[config.mk]
export PLATFORM = sky130hd
export DESIGN_NAME = regfile_wb_scheduler
export DESIGN_NICKNAME = d
export VERILOG_FILES = /design/src/rtl/regfile_wb_scheduler.sv
export SDC_FILE = /design/constraint.sdc
export NUM_CORES = 1
export LEC_CHECK = 0
export BUFFER_PORTS_ARGS = -buffer_cell sky130_fd_sc_hd__buf_2
export CELL_PAD_IN_SITES_DETAIL_PLACEMENT = 1
export CELL_PAD_IN_SITES_GLOBAL_PLACEMENT = 2
export CORE_ASPECT_RATIO = 0.7
export CORE_MARGIN = 5
export CORE_UTILIZATION = 22
export DETAILED_ROUTE_END_ITERATION = 8
export HOLD_SLACK_MARGIN = 0.12
export PLACE_DENSITY_LB_ADDON = 0.1
export RECOVER_POWER = 50
export SKIP_CTS_REPAIR_TIMING = 1
export SLEW_MARGIN = 20
export SYNTH_ARGS = -nofsm -noshare
export SYNTH_HDL_FRONTEND = slang
export SYNTH_SLANG_ARGS = --single-unit
[constraint.sdc]
create_clock -name clk -period 1.77 [get_ports clk]
set_clock_uncertainty 0.2 [all_clocks]
set_input_delay 0.354 -clock clk [delete_from_list [all_inputs] [get_ports clk]]
set_output_delay 0.354 -clock clk [all_outputs]
set_load 0.01 [all_outputs]
[src/rtl/regfile_wb_scheduler.sv]
// Write-back scheduler and register scoreboard for the 8x16-bit register file.
// The ALU (req0) and memory (req1) requesters take turns on the single write
// port. The winning request is registered and presented one cycle later. A
// busy bit per register tracks writes that are still outstanding, so the
// issue stage can stall on RAW and WAW hazards.
module regfile_wb_scheduler (
  input  logic        clk,
  input  logic        rst,
  input  logic        issue_valid,
  input  logic [2:0]  issue_dest,
  output logic        issue_stall,
  input  logic [2:0]  src_a_addr,
  input  logic [2:0]  src_b_addr,
  output logic        src_a_busy,
  output logic        src_b_busy,
  input  logic        req0_valid,
  input  logic [2:0]  req0_addr,
  input  logic [15:0] req0_data,
  output logic        req0_ready,
  input  logic        req1_valid,
  input  logic [2:0]  req1_addr,
  input  logic [15:0] req1_data,
  output logic        req1_ready,
  output logic        write_enable,
  output logic [2:0]  write_addr,
  output logic [15:0] write_data,
  output logic [7:0]  busy_vec,
  output logic        wb_err
);

  // Round-robin pointer: 0 = ALU wins a tie, 1 = memory wins a tie.
  logic        prio;

  logic        grant0_p0;
  logic        grant1_p0;
  logic        vld_p0;
  logic [2:0]  addr_p0;
  logic [15:0] data_p0;
  logic        issue_accept;
  logic [7:0]  busy_next;

  // Stage p0: arbitration and hazard queries, from current inputs and registered state only
  always_comb begin
    grant0_p0    = !rst && req0_valid && (!req1_valid || !prio);
    grant1_p0    = !rst && req1_valid && (!req0_valid || prio);
    vld_p0       = grant0_p0 || grant1_p0;
    addr_p0      = grant1_p0 ? req1_addr : req0_addr;
    data_p0      = grant1_p0 ? req1_data : req0_data;
    req0_ready   = grant0_p0;
    req1_ready   = grant1_p0;
    issue_stall  = !rst && issue_valid && busy_vec[issue_dest];
    issue_accept = !rst && issue_valid && !busy_vec[issue_dest];
    src_a_busy   = busy_vec[src_a_addr];
    src_b_busy   = busy_vec[src_b_addr];
  end

  // Scoreboard next state: the presented write clears first, so a same-address issue wins
  always_comb begin
    busy_next = busy_vec;
    if (write_enable) busy_next[write_addr] = 1'b0;
    if (issue_accept) busy_next[issue_dest] = 1'b1;
  end

  // Stage p1: register the granted transfer onto the write port and update the scoreboard
  always_ff @(posedge clk) begin
    if (rst) begin
      write_enable <= 1'b0;
      write_addr   <= 3'd0;
      write_data   <= 16'd0;
      busy_vec     <= 8'd0;
      wb_err       <= 1'b0;
      prio         <= 1'b0;
    end else begin
      write_enable <= vld_p0;
      busy_vec     <= busy_next;
      if (vld_p0) begin
        write_addr <= addr_p0;
        write_data <= data_p0;
        prio       <= grant0_p0;
        if (!busy_vec[addr_p0]) wb_err <= 1'b1;
      end
    end
  end

endmodule

==> impl_metrics.ini <==
[run_status]
status = finished with violations
failed_checks = negative setup slack

[layout]
fill_cells = 923
post-route-util = 0.355
final_common_cell = buf_2
ff_latch_area_um2 = 611
layout_common_cells = buf_2, nand2_1, buf_4, dfxtp_1, nor2_1
nets = 371
final_layout_size_suffix_gt1_frac = 0.463
stdcell_area_um2 = 2620
multi_input_area_um2 = 1060
diodes = 0
area_delta_synth_final_pct = 55.9

[floorplanning]
die_w_um = 114
start_util = 0.228
fp.dieArea_um2 = 9520
pin_count = 86
coreArea_um2 = 7380
rows = 26
die_h_um = 83.1

[clock_tree]
clkTransAtPathRegs_ns = 0.07
htree_levels = 2
cts_tree = yes
cts_buffer_depth = 2
insertion_delay_ns = 0.28
numCtsBuffers = 5
cts_root_buf = clkbuf_8
cts.sinks = 30

[timing]
period_needed_ns = 2.09
finalSetupViolations = 6
drv_slew = 0
final_hold_viol_count = 0
slew_headroom = 0.510
rsz0062_at_grt = true
fin_ws_ns = -0.322
max_freq_ghz = 0.478
min_period_over_period = 1.18
tightestPinTransition_ns = 0.735
hold_ws_ns = 0.138

[critical_path]
arrival_ns = 1.54
slowest_stage = mux4_2
required_ns = 1.22
worstSetupStartpointType = register
reg2reg_slack_ns = -0.04
path_cells = mux4_2 > mux2_4 > buf_6
end_kind = output pin
r2r_end = busy_vec[4]
cp_max_fo = 5
critical-path-max-stage-delay_ns = 0.48
crit_family = multiplexers
worst-path-buf-inv = 1
crit_type = reg -> out
rr_startpoint = busy_vec[2]
r2r_cells = 5

[logic_synthesis]
ys.warnings.count = 0
syn_nets = 254
synth_cell_types = 34
synth-seq-cells = 30
yosys.area.top_type = dfxtp_1
syn_area_per_cell_um2 = 8.32
ys_seq_area_frac = 0.357
syn_inst = 202
synth.area.top_cells = dfxtp_1, nand2_1, a311oi_1, nor2_1, mux4_2
synth.top_cell.area_share = 0.357
syn_area_um2 = 1680

[global_routing]
track_usage = 0.136
grt_pass1_vias = 2008
overflow = 0
antenna_found_initial = 0
grt_pass1_wl_um = 10500
grt_max_degree = 39

[worst_hold_path]
hold_depth = 3
hp-start = req1_data[1]
hp-class = in -> reg
min_to = write_data[1]

[detailed_routing]
drtIter0Drc = 77
viasPerCell = 4.56
top_layer_used = met4
wl_per_cell_um = 15.4
vias = 1904
firstDrtPassIters = 4
route.met2.wl_um = 2780
drt_wl_total_um = 6450
drc_errors = 0
wl_met3_um = 377
wl_met1_um = 3270
final_antenna_net_count = 0

[power]
p_leak_nw = 1.13
totalPowerFinal_w = 0.00174
peakVddDrop_v = 0.000271
p_per_area_nw_per_um2 = 663

[placed_design]
dpl-instance-area_um2 = 2440
dp_hpwl_um = 5040
gp_congestion = 0.728
io_buffer_count = 85
post-place-ws_ns = -0.186

[flow_run]
max-cap-violations = 0
[area by class of cell]
cell class / instances / area share
clock buffers: 7 / 0.0329
well taps: 98 / 0.0468
repair buffers: 122 / 0.270
inverters: 6 / 0.0100
clock inverters: 1 / 0.00191
flip-flops and latches: 30 / 0.233
multi-input cells: 154 / 0.405
[registers in the layout, summed over array words and instances (netlist names)]
signal        flops
wb_err            1
write_data       16
write_enable      1
write_addr        3
prio              1
busy_vec          8
[worst reg2reg max path, cell delays in order (launching register included)]
cell,delay (ns)
dfxtp_4,0.37
mux2_4,0.27
a22o_4,0.27
nor4_4,0.37
nand2_1,0.12
a21oi_2,0.14
[worst max-delay path by stage]
stage	start	end	slack [ns]	cells after the start
5_1_grt	busy_vec[3]	src_a_busy	-0.37	3
3_5_place_dp	issue_dest[0]	issue_stall	-0.19	6
6_report	busy_vec[3]	src_a_busy	-0.32	3
4_1_cts	busy_vec[6]	issue_stall	-0.40	5
2_1_floorplan	issue_dest[0]	busy_vec[7]	-0.008	6
3_3_place_gp	src_a_addr[0]	src_a_busy	-0.17	4
[through the flow]
| step | setup TNS, ns | instances |
|---|---|---|
| after floorplan | -0.0153 | 202 |
| after global placement | -2.76 | 408 |
| after detailed placement | -2.68 | 408 |
| after CTS | -1.44 | 416 |
| after global routing | -3.94 | 418 |
| final | -0.931 | 418 |
[cell families after synthesis]
kind of cell,count (synthesis),share of synthesized area
simple gates,92,0.254
mux,14,0.121
flops,30,0.357
buf+inv,18,0.0580
compound gates,48,0.210
[per-layer routing]
layer  GRT usage  up-vias
li1            -      961
met1       0.207      902
met2       0.191       39
met3      0.0392        2
met4      0.0194        0
met5           0        -
[synthesized netlist by cell type (all sizes together)]
library cell and number:
and2 1, buf 6, o32a 1, o2bb2ai 1, o2111ai 3, nor4 2
clkinv 1, o31ai 2, a311oi 16, inv 5, nand2b 4, nand3 8
a21bo 1, dfxtp 30, o21ai 9, mux2 7, and2b 2, nor2 26
clkbuf 6, or2b 2, mux4 4, a31oi 1, nor2b 2, nand2 44
a22o 1, nor3 1, a41oi 1, mux2i 3, a21oi 10, a211oi 2
[power by group]
part / switching, W / leakage [nW] / total, W / internal (W)
logic: 0.000211 / 0.833 / 0.000406 / 0.000194
registers: 0.0000349 / 0.250 / 0.000753 / 0.000718
clock network: 0.000265 / 0.0482 / 0.000578 / 0.000314
Power figures use the tool's default switching activity.
